[config.mk]
export PLATFORM = sky130hd
export DESIGN_NAME = zxaudio_src_arbiter
export DESIGN_NICKNAME = d
export VERILOG_FILES = /design/src/rtl/zxaudio_pkg.sv /design/src/rtl/zxaudio_rr_arbiter.sv /design/src/rtl/zxaudio_src_arbiter.sv
export SDC_FILE = /design/constraint.sdc
export NUM_CORES = 1
export LEC_CHECK = 0
export CAP_MARGIN = 5
export CORE_UTILIZATION = 34
export CTS_CLUSTER_SIZE = 8
export DETAILED_ROUTE_END_ITERATION = 10
export PLACE_DENSITY = 0.66
export SETUP_SLACK_MARGIN = 0.1
export SKIP_CTS_REPAIR_TIMING = 1
export SLEW_MARGIN = 20
export SYNTH_ARGS = -nofsm -noshare
export SYNTH_HDL_FRONTEND = slang
export SYNTH_SLANG_ARGS = --single-unit
export TNS_END_PERCENT = 10
[constraint.sdc]
create_clock -name clk -period 2.1 [get_ports clk]
set_clock_uncertainty 0.2 [all_clocks]
set_input_delay 0.63 -clock clk [delete_from_list [all_inputs] [get_ports clk]]
set_output_delay 0.63 -clock clk [all_outputs]
set_load 0.05 [all_outputs]
[src/rtl/zxaudio_pkg.sv]
// zxaudio_pkg: shared definitions for the zxaudio source arbiter slice.
// Holds the arbiter FSM state encoding and the default sample width.
// Build option: ZXAUDIO_SIGNED_OUT_EN (used by zxaudio_src_arbiter) selects
// offset-binary to two's-complement conversion of the delivered sample.
package zxaudio_pkg;

    // Default audio sample width in bits.
    localparam int AUDIO_DW_DEFAULT = 16;

    // Arbiter FSM encoding; the values are visible on the debug state output.
    typedef enum logic [1:0] {
        IDLE  = 2'd0,
        GRANT = 2'd1,
        CONV  = 2'd2,
        HOLD  = 2'd3
    } state_t;

endpackage

[src/rtl/zxaudio_rr_arbiter.sv]
// zxaudio_rr_arbiter: purely combinational round-robin winner selection.
// The search starts at (last_grant + 1) mod NUM_SRC and wraps past
// NUM_SRC-1 back to 0. A source is never passed over more than NUM_SRC-1
// times in a row while it keeps requesting.
module zxaudio_rr_arbiter #(
    parameter int NUM_SRC = 4,
    parameter int IW      = $clog2(NUM_SRC)
) (
    input  logic [NUM_SRC-1:0] req,
    input  logic [IW-1:0]      last_grant,
    output logic [IW-1:0]      winner,
    output logic               any_req
);

    logic [IW-1:0] idx;

    // Scan from the farthest offset down to 1 so the nearest requester
    // after last_grant is the one that ends up stored in winner.
    always_comb begin
        winner  = '0;
        any_req = 1'b0;
        idx     = '0;
        for (int k = NUM_SRC; k >= 1; k--) begin
            idx = IW'((int'(last_grant) + k) % NUM_SRC);
            if (req[idx]) begin
                winner  = idx;
                any_req = 1'b1;
            end
        end
    end

endmodule

[src/rtl/zxaudio_src_arbiter.sv]
// zxaudio_src_arbiter: picks one of NUM_SRC audio sources round-robin,
// captures its sample, optionally converts it and holds it for the sink.
// Build option: define ZXAUDIO_SIGNED_OUT_EN to invert the sample MSB
// (offset-binary to two's complement); default build passes it unchanged.
// Timing is identical in both builds.
//
// Handshakes: a source sample moves when src_ready[i] is high (one cycle,
// only in GRANT, one-hot); src_valid is only looked at in IDLE. The output
// sample moves on a cycle where out_valid && out_ready are both high;
// out_data/out_src are held stable from out_valid rising until that cycle.
module zxaudio_src_arbiter
    import zxaudio_pkg::*;
#(
    parameter int AUDIO_DW = AUDIO_DW_DEFAULT,
    parameter int NUM_SRC  = 4,
    parameter int IW       = $clog2(NUM_SRC)
) (
    input  logic                        clk,
    input  logic                        reset,
    input  logic [NUM_SRC-1:0]          src_valid,
    input  logic [NUM_SRC*AUDIO_DW-1:0] src_data,
    output logic [NUM_SRC-1:0]          src_ready,
    output logic                        out_valid,
    output logic [AUDIO_DW-1:0]         out_data,
    output logic [IW-1:0]               out_src,
    input  logic                        out_ready,
    output logic                        busy,
    output state_t                      dbg_state
);

    state_t              state;
    logic [IW-1:0]       winner_q;
    logic [IW-1:0]       last_grant_q;
    logic [AUDIO_DW-1:0] sample_q;

    logic [IW-1:0]       arb_winner;
    logic                arb_any;
    logic [AUDIO_DW-1:0] sel_data;
    logic [AUDIO_DW-1:0] conv_data;

    zxaudio_rr_arbiter #(
        .NUM_SRC (NUM_SRC),
        .IW      (IW)
    ) u_rr (
        .req        (src_valid),
        .last_grant (last_grant_q),
        .winner     (arb_winner),
        .any_req    (arb_any)
    );

    // Mux out the granted source's sample from the packed input bus.
    always_comb begin
        sel_data = '0;
        for (int i = 0; i < NUM_SRC; i++) begin
            if (winner_q == IW'(i)) begin
                sel_data = src_data[i*AUDIO_DW +: AUDIO_DW];
            end
        end
    end

`ifdef ZXAUDIO_SIGNED_OUT_EN
    // Offset-binary to two's complement: flip the sign bit only.
    assign conv_data = {~sample_q[AUDIO_DW-1], sample_q[AUDIO_DW-2:0]};
`else
    // Sample delivered exactly as captured.
    assign conv_data = sample_q;
`endif

    assign busy      = (state != IDLE);
    assign dbg_state = state;

    // Main FSM: IDLE arbitrates, GRANT strobes src_ready and captures,
    // CONV produces the output sample, HOLD waits for the sink.
    always_ff @(posedge clk or posedge reset) begin
        if (reset) begin
            state        <= IDLE;
            src_ready    <= '0;
            out_valid    <= 1'b0;
            out_data     <= '0;
            out_src      <= '0;
            winner_q     <= '0;
            sample_q     <= '0;
            last_grant_q <= IW'(NUM_SRC - 1);
        end else begin
            case (state)
                IDLE: begin
                    src_ready <= '0;
                    out_valid <= 1'b0;
                    if (arb_any) begin
                        winner_q  <= arb_winner;
                        src_ready <= NUM_SRC'(1) << arb_winner;
                        state     <= GRANT;
                    end
                end
                GRANT: begin
                    // Capture now; src_valid may drop afterwards without effect.
                    sample_q  <= sel_data;
                    src_ready <= '0;
                    state     <= CONV;
                end
                CONV: begin
                    out_data     <= conv_data;
                    out_src      <= winner_q;
                    last_grant_q <= winner_q;
                    out_valid    <= 1'b1;
                    state        <= HOLD;
                end
                HOLD: begin
                    if (out_ready) begin
                        out_valid <= 1'b0;
                        state     <= IDLE;
                    end
                end
                default: begin
                    src_ready <= '0;
                    out_valid <= 1'b0;
                    state     <= IDLE;
                end
            endcase
        end
    end

endmodule
# --- After elaboration in Yosys (flattened, before gate mapping) ---
# Index checks and enable logic that the tools add are counted.
totals:
  latch_bits: 0
  rom_bits: 0
  word_cells: 60
  mem_count: 0
  ramBits: 0
  register_bits: 45
  output_inout_bits: 26
op_classes:
  n_eq_ne: 8
  n_lt_le_gt_ge: 4
  div_mod_pow: 0
  reduce_logical: 8
  bitwise: 0
  mux: 27
  add_sub_neg: 4
  n_shift: 1
  multipliers: 0
ops:
  columns: ["operator", "count"]
  rows:
  - ["16-bit 2-to-1 mux", 4]
  - ["2-bit by 3-bit less-than comparator with 1-bit output, second input constant", 4]
  - ["2-bit 2-to-1 mux", 6]
  - ["1-bit 2-to-1 mux", 9]
  - ["1-bit binary-select mux with 2-bit select", 4]
  - ["2-bit equality test, second input constant", 4]
  - ["2-bit one-hot mux with 4 select lines", 1]
  - ["4-bit one-hot mux with 2 select lines", 1]
  - ["2-bit AND reduction", 3]
  - ["2-bit by 1-bit adder with 2-bit output, second input constant", 2]
  - ["2-bit adder, second input constant", 2]
  - ["2-bit by 1-bit equality test with 1-bit output, second input constant", 2]
  - ["2-bit zero test", 2]
  - ["4-bit 2-to-1 mux", 1]
  - ["2-bit != test, second input constant", 2]
  - ["2-bit nonzero test", 2]
  - ["1-bit by 2-bit << shifter with 4-bit output, first input constant", 1]
  - ["1-bit one-hot mux with 3 select lines", 1]
  - ["3-bit nonzero test", 1]

# --- Depth between registers and ports, before layout ---
# Gate-level depths: netlist of run 1.
depth:
  ltp_word: 10
  mapped_depth: 7
  mapped_depth_nobuf: 6

# --- Modules after synthesis ---
# From an unflattened synthesis of run 1, not the netlist that was laid out.
hier_totals:
  hier_cells: 212
  hier_area_um2: 2519.9
by_module_without_submodules:
  columns: ["module", "n_inst", "cells_each", "seq_area_each_um2", "area_per_inst_um2"]
  rows:
  - ["zxaudio_src_arbiter", 1, 198, 1128.6, 2428.6]
  - ["zxaudio_rr_arbiter", 1, 14, 0.0, 91.3]

# --- Least setup slack after synthesis of run 1 ---
# OpenSTA, ideal clock, no wires.
synth_timing:
  path_kind: "register to output"
  from: "reg state[0], in the netlist dbg_state[0]"
  to: "out busy"
  path_slack_ns: -0.170
  t_arrival_ns: 1.440
  stages_incl_launch_ff: 4
  n_path_buf: 0
  path_cell_list: "dfrtp_1 inv_1 ha_1 inv_1"
synth_between:
  elab_chain_len: 1
synth_rtl:
  columns: ["element", "line_no", "rtl"]
  rows:
  - ["from (decl)", "zxaudio_src_arbiter.sv:31", "state_t state;"]
  - ["from (signal assigned)", "zxaudio_src_arbiter.sv:76", "state <= IDLE;"]
  - ["from (signal assigned)", "zxaudio_src_arbiter.sv:92", "state <= GRANT;"]
  - ["from (signal assigned)", "zxaudio_src_arbiter.sv:99", "state <= CONV;"]
  - ["2-bit nonzero test", "zxaudio_src_arbiter.sv:69", "assign busy = (state != IDLE);"]
  - ["to (decl)", "zxaudio_src_arbiter.sv:27", "output logic busy,"]
# Every way passes these cells.

# --- Worst setup path in the final report of run 1 ---
layout_timing:
  from: "reg state[1], in the netlist dbg_state[1]"
  to: "out busy"
# The elaborated chain is that of the path after synthesis.

==> results of run 1 <==
power by group:
part	total, W	internal (W)	switching (W)
logic	0.00345	0.00168	0.00177
registers	0.00158	0.00133	0.000245
clock network	0.000574	0.000297	0.000276
tightest hold or removal path: cells and delay by family (launching register included):
| family | cells | cell delay, ps |
|---|---|---|
| flops | 1 | 380 |
| compound gates | 1 | 70 |
| buf+inv | 1 | 40 |
metrics by stage:
stage | cell area (um2) | instances | setup TNS, ps | power, W
6_report | 3580 | 347 | 0 | 0.00560
5_1_grt | 3580 | 347 | -47.0 | 0.00594
4_1_cts | 3530 | 342 | -178 | 0.00556
3_5_place_dp | 3430 | 334 | -868 | 0.00497
3_3_place_gp | 3430 | 334 | -733 | 0.00493
2_1_floorplan | 2340 | 158 | 0 | 0.00393
worst paths after layout:
check	from	end	slack [ps]	cells past startpoint
min	last_grant_q[0]$_DFFE_PP1P_	last_grant_q[0]$_DFFE_PP1P_	300	2
max	dbg_state[1]$_DFFE_PP0P_	busy	10	4
max reg2reg	winner_q[0]$_DFFE_PP0P_	conv_data[1]$_DFFE_PP0P_	340	3
min reg2reg	last_grant_q[0]$_DFFE_PP1P_	last_grant_q[0]$_DFFE_PP1P_	300	2
max in group asynchronous	reset	src_ready[2]$_DFFE_PP0P_	860	3
min in group asynchronous	reset	out_src[1]$_DFFE_PP0P_	410	2
placed cells by master (no fill, tap or decap), types with 2 or more instances in the layout:
| master | count |
|---|---|
| inv_1 | 6 |
| nand2_1 | 7 |
| inv_2 | 2 |
| ha_1 | 4 |
| mux4_1 | 8 |
| dfstp_2 | 2 |
| clkdlybuf4s50_1 | 70 |
| mux4_2 | 8 |
| mux2_4 | 8 |
| dfrtp_1 | 41 |
| dfrtp_2 | 2 |
| o21ai_0 | 9 |
| clkbuf_8 | 7 |
| nor2b_1 | 2 |
| nor2_1 | 4 |
| a21oi_1 | 2 |
| buf_12 | 6 |
| buf_4 | 36 |
| nand2b_1 | 4 |
| mux2_2 | 25 |
layer usage:
metal,vias up,GRT usage [%],share of wire (%)
met5,-,0,0
met4,0,3.70,1.2
met3,6,4.52,8.3
met2,63,24.5,49
met1,847,17.4,42
li1,807,-,-
registers in the layout, indices dropped and copies added, names as in the netlist:
signal and flops:
conv_data 16, winner_q 2, src_ready 4, out_src 2, dbg_state 2, out_valid 1, out_data 16, last_grant_q 2
cell type report:
cell class / count / area [um2] / share of cell area [%]
well taps: 77 / 96.3 / 2.69
clock buffers: 7 / 96.3 / 2.69
inverters: 10 / 43.8 / 1.22
flip-flops and latches: 45 / 1130 / 31.6
clock inverters: 1 / 5.00 / 0.140
repair buffers: 113 / 1110 / 30.9
multi-input cells: 94 / 1110 / 30.9
kinds of logic (layout without fill, tap and decap cells):
logic type	after synthesis	in the layout	synth area share, %
mux	50	50	34.6
flops	45	45	48.7
simple gates	20	20	4.32
compound gates	19	19	5.34
buf+inv	19	131	4.37
fa+ha+maj	5	5	2.70
==> summary.md, run 1 <==
| Metric | Value |
|---|---|
| TritonCTS buffer count | 5 |
| Worst Max-Slew Pin Slew | 324 ps |
| DRT Pass-1 Iters | 8 |
| DIE HEIGHT | 84.6 um |
| Worst min path class | flip-flop to flip-flop |
| Post-synth top area share | 46.4% |
| Fmax | 479 MHz |
| CP Data Arrival Time | 1260 ps |
| Tcrit/Tclk final | 99.5% |
| Die X | 84.6 um |
| Antenna-violating nets left | 0 |
| Total wire length | 5010 um |
| Post-DR vias/cell | 4.97 |
| Synth cell count leaders | dfrtp_1 (43), mux2_2 (25), inv_1 (10) |
| Layout net count | 345 |
| MaxCap Viol Count | 0 |
| CP startpoint kind | flip-flop |
| Area delta synth->final | 54.6% |
| Mapped Nets | 234 |
| Post-synth EDFFs | 0 |
| Top cell type by total area after synthesis | dfrtp_1 |
| Via count | 1723 |
| Tot GR Track Use | 14.3% |
| Place WS | -156 ps |
| Post-Syn Instances | 158 |
| Synth cell types | 30 |
| Mean Syn Cell Area | 14.7 um2 |
| DP Wirelength | 3810 um |
| CP endpoint kind | output pin |
| Yosys Warn Count | 0 |
| Final Hold Fails | 0 |
| Port buffer count | 96 |
| Clock H-tree levels | 2 |
| Relative slew slack | 78.4% |
| Failing checks | DRC |
| GP Congestion | 0.827 |
| Largest cells by area after synthesis | dfrtp_1 (46%), mux2_2 (12%), mux4_1 (9.1%), mux4_2 (7.8%), mux2_4 (5.2%) |
| Routed len/inst | 14.4 um |
| Kind of critical path | flip-flop to output pin |
| Sink Count | 45 |
| Largest net degree at the start of global routing | 25 |
| Clk root buf | clkbuf_8 |
| RSZ-0062 raised after global routing | true |
| Endpoints failing setup | 0 |
| Most common cell in the synthesized netlist | dfrtp_1 |
| Async SR Flop Fraction | 100% |
| Ratio of cells with drive above 1 in the final layout | 38.1% |
| Post-Syn Area | 0.00232 mm2 |
| Antenna violations before repair | 0 |
| Critical Path RT | 1270 ps |
| Outcome | finished with violations |
| Post-synthesis sequential area ratio | 48.7% |
| Core ar. | 0.00646 mm2 |
| Final core occ | 55.5% |
| Ant diodes | 0 |
| CP top delay family | flip-flops |
| Primary FF master, synth | dfrtp_1 |
| Leak | 1.54 nW |
| First-pass GRT wire length | 8020 um |
| I/O Pins | 97 |
| Clk Latency, worst-skew pair | 300 ps |
| Total grt overflow | 0 |
| Vias in the first global route | 1767 |
| Fill cell count | 574 |
| Pwr per Cell Area | 1560 mW/mm2 |
| Rows | 29 |
| Flops & latches, synth | 45 |
| Worst hold slack | 297 ps |
| Initial drt markers | 48 |
| Peak VDD IR | 0.788 mV |
| Initial Util | 35.9% |
| Clk slew on worst S/H paths | 80 ps |
| CTS Buffer Depth | 2 |
| CTS tree | yes |
| Worst path slowest cell | dfrtp_2 |
| Crit path max fanout | 4 |
| Final setup margin | 10.4 ps |
| Die area | 0.00715 mm2 |
| Max-slew violation count | 0 |
| Max stage delay on crit path | 450 ps |
| Worst Path Buf+Inv | 3 |
| Drt drc | 8 |
| CP Cell Sequence | inv_4 > ha_4 > clkinvlp_4 > buf_8 |
| Crit path time final | 2090 ps |
(Power assumes the default switching activity.)
==> inputs of run 2 (changes only) <==
Settings changed: ABC_AREA from default to 1, PLACE_DENSITY 0.66 to 0.65.
==> summary.md, run 2 <==
| Metric | Value |
|---|---|
| Outcome | finished with violations |
| Failing checks | setup timing |
| Reg-to-reg startpoint | dbg_state[1]$_DFFE_PP0P_ |
| Yosys Warn Count | 0 (unchanged) |
| Layout net count | 491 (+42%) |
| Post-synth EDFFs | 0 (unchanged) |
| TritonCTS buffer count | 5 (unchanged) |
| Clk root buf | clkbuf_8 |
| Commonest non-fill, non-tap cells in the layout | nand2_1 (143), clkdlybuf4s50_1 (68), dfrtp_1 (41) |
| Reg2reg end | conv_data[0]$_DFFE_PP0P_ |
| DRT Pass-1 Iters | 4 (-4) |
| Crit path from | dbg_state[1]$_DFFE_PP0P_ |
| Fmax | 476 MHz (-0.50%) |
| Final Hold Fails | 0 (unchanged) |
| First-pass GRT wire length | 10400 um (+29%) |
| Most common cell after layout, fill and taps aside | nand2_1 |
| Clk slew on worst S/H paths | 80 ps (about the same) |
| Crit path max fanout | 4 (unchanged) |
| Synth cell types | 23 (-23%) |
| Critical Path RT | 1270 ps (about the same) |
| Pwr per Cell Area | 1510 mW/mm2 (-3.5%) |
| Initial Util | 35.5% (-0.36 points) |
| RSZ-0062 raised after global routing | true |
| Die area | 0.00752 mm2 (+5.2%) |
| Antenna violations before repair | 0 (unchanged) |
| I/O Pins | 97 (unchanged) |
| Rows | 30 (+3.4%) |
| Synth cell count leaders | nand2_1 (143), dfrtp_1 (43), nand3_1 (24) |
| Ant diodes | 0 (unchanged) |
| Final setup margin | -0.197 ps (-10.6 ps) |
| Worst Hold End | out_data[4]$_DFFE_PP0P_ |
| Endpoints failing setup | 1 (+1) |
| Post-Syn Instances | 313 (+98%) |
| Peak VDD IR | 0.505 mV (-36%) |
| Fill cell count | 643 (+12%) |
| Mean Syn Cell Area | 7.80 um2 (-47%) |
| Tot GR Track Use | 17.5% (+3.2 points) |
| Worst Max-Slew Pin Slew | 631 ps (+307 ps) |
| CP Data Arrival Time | 1270 ps (about the same) |
| Flops & latches, synth | 45 (unchanged) |
| Clock H-tree levels | 2 (unchanged) |
| Area delta synth->final | 56.6% |
| Routed len/inst | 12.5 um (-14%) |
| Die X | 86.7 um (+2.5%) |
| Post-synthesis sequential area ratio | 46.2% (-2.4 points) |
| Final core occ | 55.6% (+0.14 points) |
| Hold Path Origin | conv_data[4]$_DFFE_PP0P_ |
| Primary FF master, synth | dfrtp_1 |
| Total grt overflow | 0 (unchanged) |
| CP startpoint kind | flip-flop |
| Post-Syn Area | 0.00244 mm2 (+5.3%) |
| Max-slew violation count | 0 (unchanged) |
| Worst min path class | flip-flop to flip-flop |
| Port buffer count | 96 (unchanged) |
| Ratio of cells with drive above 1 in the final layout | 18.5% (-20 points) |
| Drt drc | 0 (-8) |
| Antenna-violating nets left | 0 (unchanged) |
| CP endpoint kind | output pin |
| Relative slew slack | 57.9% (-20 points) |
| Tcrit/Tclk final | 100% (+0.50 points) |
| MaxCap Viol Count | 0 (unchanged) |
| Leak | 1.87 nW (+21%) |
| R2r worst-path depth | 6 (+3) |
| Via count | 2365 (+37%) |
| R2r setup slk | 190 ps (-150 ps) |
| DIE HEIGHT | 86.7 um (+2.5%) |
| DP Wirelength | 4940 um (+30%) |
| Most common cell in the synthesized netlist | nand2_1 |
| Crit path time final | 2100 ps (+10.6 ps) |
| Kind of critical path | flip-flop to output pin |
| GP Congestion | 0.908 (+9.8%) |
| Post-synth top area share | 44.1% (-2.3 points) |
| CTS Buffer Depth | 2 (unchanged) |
| Worst hold path stage count | 2 (unchanged) |
| Largest net degree at the start of global routing | 25 (unchanged) |
| Initial drt markers | 111 (+130%) |
| Total wire length | 6380 um (+27%) |
| Async SR Flop Fraction | 100% (unchanged) |
| Sink Count | 45 (unchanged) |
| Non-Filler Instances | 512 (+48%) |
| Top cell type by total area after synthesis | dfrtp_1 |
| Mapped Nets | 389 (+66%) |
| Place WS | -126 ps (+30.3 ps) |
| Clk Latency, worst-skew pair | 290 ps (about the same) |
| Inst Count DP | 498 (+49%) |
| Vias in the first global route | 2228 (+26%) |
| Overall Power | 0.00576 W (+2.9%) |
| Largest cells by area after synthesis | dfrtp_1 (44%), nand2_1 (22%), a221oi_2 (6.2%), nand3_1 (4.9%), o21ai_1 (3.3%) |
| Worst hold slack | 269 ps (-27.8 ps) |
| Core ar. | 0.00687 mm2 (+6.4%) |
| Post-DR vias/cell | 4.62 (-7.0%) |
| CTS tree | yes |
==> run 2: cell types whose count changed in the layout (fill, tap and decap cells not counted), sizes merged, moves of 15 or more <==
cell / change
o21ai: +17
a221oi: +15
nand3: +24
mux4: -16
mux2: -33
nand2: +140
==> run 2: layer usage <==
| metal | global-route usage (%) | vias up | part of all wire, % |
|---|---|---|---|
| met4 | 5.00 | 0 | 1.4 |
| met1 | 25.0 | 1060 | 50 |
| li1 | - | 1220 | - |
| met3 | 4.10 | 10 | 5.7 |
| met5 | 0 | - | 0 |
| met2 | 26.5 | 75 | 43 |
==> run 2: final cells by class <==
class / instances / area [um2] / share of cell area [%]
Clock buffer: 7 / 76.3 / 2.00
Clock inverter: 1 / 5.00 / 0.131
Inverter: 24 / 101 / 2.65
Multi-Input combinational cell: 230 / 1160 / 30.4
Sequential cell: 45 / 1130 / 29.6
Tap cell: 96 / 120 / 3.14
Timing Repair Buffer: 109 / 1230 / 32.1
==> run 2: how the worst max path moves through the flow <==
| stage | endpoint | slack, ps | cells after the start |
|---|---|---|---|
| final | busy | -0.2 | 4 |
| after global routing | busy | -60 | 4 |
| after CTS | busy | -200 | 4 |
| after detailed placement | src_ready[0]$_DFFE_PP0P_ | -130 | 9 |
| after global placement | dbg_state[0]$_DFFE_PP0P_ | -70 | 9 |
| after floorplan | dbg_state[0]$_DFFE_PP0P_ | 120 | 1 |
==> run 2: metrics by stage <==
| stage | TNS [ps] | instance area (um2) |
|---|---|---|
| floorplan | 0 | 2450 |
| global placement | -278 | 3660 |
| detailed placement | -781 | 3660 |
| CTS | -199 | 3750 |
| global route | -55.4 | 3820 |
| finish | -0.197 | 3820 |
==> run 2: critical path, stage by stage, from the launching register on <==
cell and delay, ps:
dfrtp_2 450, inv_4 80, ha_4 170, clkinvlp_4 110, buf_6 160
==> run 2: cell families after synthesis <==
family | share of synthesized area [%]
fa+ha+maj | 2.56
buf+inv | 6.92
simple gates | 29.6
compound gates | 14.7
flops | 46.2
==> run 2: power breakdown <==
part	leakage (nW)	total [W]	internal, W	switching (W)
Clock	0.0422	0.000504	0.000234	0.000270
Combinational	1.27	0.00365	0.00147	0.00218
Sequential	0.562	0.00161	0.00127	0.000334
==> inputs of run 3 (changes only) <==
Settings changed: CORE_MARGIN from default to 2, DONT_BUFFER_PORTS from default to 1, PLACE_DENSITY 0.65 to default.
==> summary.md, run 3 (synthesized netlist as in run 2, its figures left out) <==
| Metric | Value |
|---|---|
| Outcome | finished, final reports clean |
| Die area | 0.00787 mm2 (+4.7%) |
| CP Data Arrival Time | 1220 ps (-50 ps) |
| Leak | 1.39 nW (-26%) |
| Reg-to-reg startpoint | last_grant_q[0]$_DFFE_PP1P_ |
| CP startpoint kind | flip-flop |
| Peak VDD IR | 0.672 mV (+33%) |
| Final core occ | 39.3% (-16 points) |
| Crit path max fanout | 4 (unchanged) |
| Tcrit/Tclk final | 97.7% (-2.3 points) |
| Endpoints failing setup | 0 (-1) |
| R2r setup slk | 310 ps (+120 ps) |
| Ant diodes | 0 (unchanged) |
| Area delta synth->final | 10.7% |
| Fill cell count | 733 (+14%) |
| Sw power | 0.00262 W (-5.9%) |
| Layout net count | 397 (-19%) |
| DP Wirelength | 4540 um (-8.1%) |
| Clk root buf | clkbuf_8 |
| R2r worst-path depth | 10 (+4) |
| CP top delay family | flip-flops |
| CTS Buffer Depth | 2 (unchanged) |
| Initial Util | 35.5% (unchanged) |
| Power share of the clock group | 10.4% (+1.6 points) |
| Commonest non-fill, non-tap cells in the layout | nand2_1 (143), dfrtp_1 (41), nand3_1 (24) |
| Antenna-violating nets left | 0 (unchanged) |
| Ratio of cells with drive above 1 in the final layout | 16.8% (-1.7 points) |
| Drt drc | 0 (unchanged) |
| Die X | 88.7 um (+2.3%) |
| Sink Count | 45 (unchanged) |
| Critical Path RT | 1270 ps (about the same) |
| Initial drt markers | 85 (-23%) |
| RSZ-0062 raised after global routing | true |
| Rows | 30 (unchanged) |
| Clock H-tree levels | 2 (unchanged) |
| Total wire length | 5900 um (-7.4%) |
| DRT Pass-1 Iters | 4 (unchanged) |
| Final Hold Fails | 0 (unchanged) |
| Final setup margin | 48.4 ps (+48.6 ps) |
| Most common cell after layout, fill and taps aside | nand2_1 |
| Core ar. | 0.00687 mm2 (unchanged) |
| Total grt overflow | 0 (unchanged) |
| Routed len/inst | 14.1 um (+13%) |
| Place WS | 246 ps (+371 ps) |
| Switching part of the total | 53.1% (+4.8 points) |
| Overall Power | 0.00493 W (-14%) |
| Port buffer count | 0 (-100%) |
| Relative slew slack | 66.6% (+8.7 points) |
| Via count | 1970 (-17%) |
| GP Congestion | 0.856 (-5.7%) |
| CP endpoint kind | output pin |
| Worst path slowest cell | dfrtp_2 |
| CTS tree | yes |
| Largest net degree at the start of global routing | 22 (-12%) |
| Worst min path class | primary input to asynchronous set/reset pin |
| DIE HEIGHT | 88.7 um (+2.3%) |
| Internal power | 0.00231 W (-22%) |
| Worst Max-Slew Pin Slew | 501 ps (-130 ps) |
| Clk Latency, worst-skew pair | 290 ps (about the same) |
| Tot GR Track Use | 14.7% (-2.8 points) |
| MaxCap Viol Count | 0 (unchanged) |
| Kind of critical path | flip-flop to output pin |
| TritonCTS buffer count | 5 (unchanged) |
| Combinational share of power | 46.3% (-17 points) |
| Reg2reg end | src_ready[3]$_DFFE_PP0P_ |
| Crit path time final | 2050 ps (-48.6 ps) |
| First-pass GRT wire length | 8870 um (-14%) |
| Vias in the first global route | 1757 (-21%) |
| I/O Pins | 97 (unchanged) |
| Antenna violations before repair | 0 (unchanged) |
| CP Cell Sequence | inv_4 > ha_4 > clkinvlp_4 |
| Worst Path Buf+Inv | 2 (-1) |
| Fmax | 487 MHz (+2.4%) |
| Clk slew on worst S/H paths | 80 ps (about the same) |
| Pwr per Cell Area | 1820 mW/mm2 (+21%) |
| Register share of total power | 43.4% (+16 points) |
| Max-slew violation count | 0 (unchanged) |
| Post-DR vias/cell | 4.71 (+2.0%) |
| Max stage delay on crit path | 430 ps (-20 ps) |
## run 3: cell count changes in the layout (fill, tap and decap cells not counted)
cell | previous run | this run
inv_2 | 6 | 7
dlymetal6s2s_1 | 2 | 0
clkinv_2 | 1 | 2
buf_6 | 1 | 0
buf_4 | 20 | 15
inv_4 | 3 | 2
nor2_2 | 1 | 2
clkdlybuf4s50_1 | 68 | 0
nor2_4 | 1 | 0
clkbuf_1 | 2 | 1
buf_12 | 18 | 0
## run 3: through the flow
stage	hold slack, ps	setup TNS (ps)	cell area (um2)	std cells
floorplan	247	0	2450	313
global placement	259	0	2570	405
detailed placement	259	0	2570	405
CTS	27.1	-87.7	2650	413
global route	43.6	0	2700	418
finish	12.7	0	2700	418
## run 3: layout make-up
type	instances	area, um2	area share, %
clock buffer	6	72.6	2.69
multi-input combinational	230	1160	42.8
inverter	24	98.8	3.66
sequential	45	1130	41.9
timing repair buffer	15	113	4.17
clock inverter	2	10.0	0.371
tap	96	120	4.45
## run 3: worst register-to-register path: stages (launching register included)
cell	delay, ps
dfstp_2	640
inv_2	130
nand2_1	90
nand2_2	60
nand2_1	110
nand2_1	60
inv_1	70
nand3_1	130
nand2_2	120
nand3_1	70
nand2_1	70
## run 3: worst max path at each step
| stage | startpoint | cells past startpoint | slack [ps] | endpoint |
|---|---|---|---|---|
| 3_3_place_gp | dbg_state[1]$_DFFE_PP0P_ | 3 | 280 | busy |
| 2_1_floorplan | reset | 1 | 120 | dbg_state[0]$_DFFE_PP0P_ |
| 3_5_place_dp | dbg_state[1]$_DFFE_PP0P_ | 3 | 250 | busy |
| 5_1_grt | dbg_state[1]$_DFFE_PP0P_ | 3 | 6 | busy |
| 4_1_cts | dbg_state[1]$_DFFE_PP0P_ | 3 | -90 | busy |
| 6_report | dbg_state[1]$_DFFE_PP0P_ | 3 | 50 | busy |
## run 3: layer usage
| layer | global-route usage (%) | vias up | part of all wire [%] |
|---|---|---|---|
| li1 | - | 1034 | - |
| met1 | 22.6 | 869 | 50 |
| met2 | 20.7 | 61 | 43 |
| met3 | 2.99 | 6 | 5.9 |
| met4 | 4.55 | 0 | 1.1 |
| met5 | 0 | - | 0 |
## run 3: power by group through the flow
stage | logic (W) | clock network, W | registers [W]
finish | 0.00228 | 0.000511 | 0.00214
global route | 0.00261 | 0.000567 | 0.00219
CTS | 0.00220 | 0.000535 | 0.00213
detailed placement | 0.00219 | 0 | 0.00215
global placement | 0.00215 | 0 | 0.00215
floorplan | 0.00172 | 0 | 0.00213
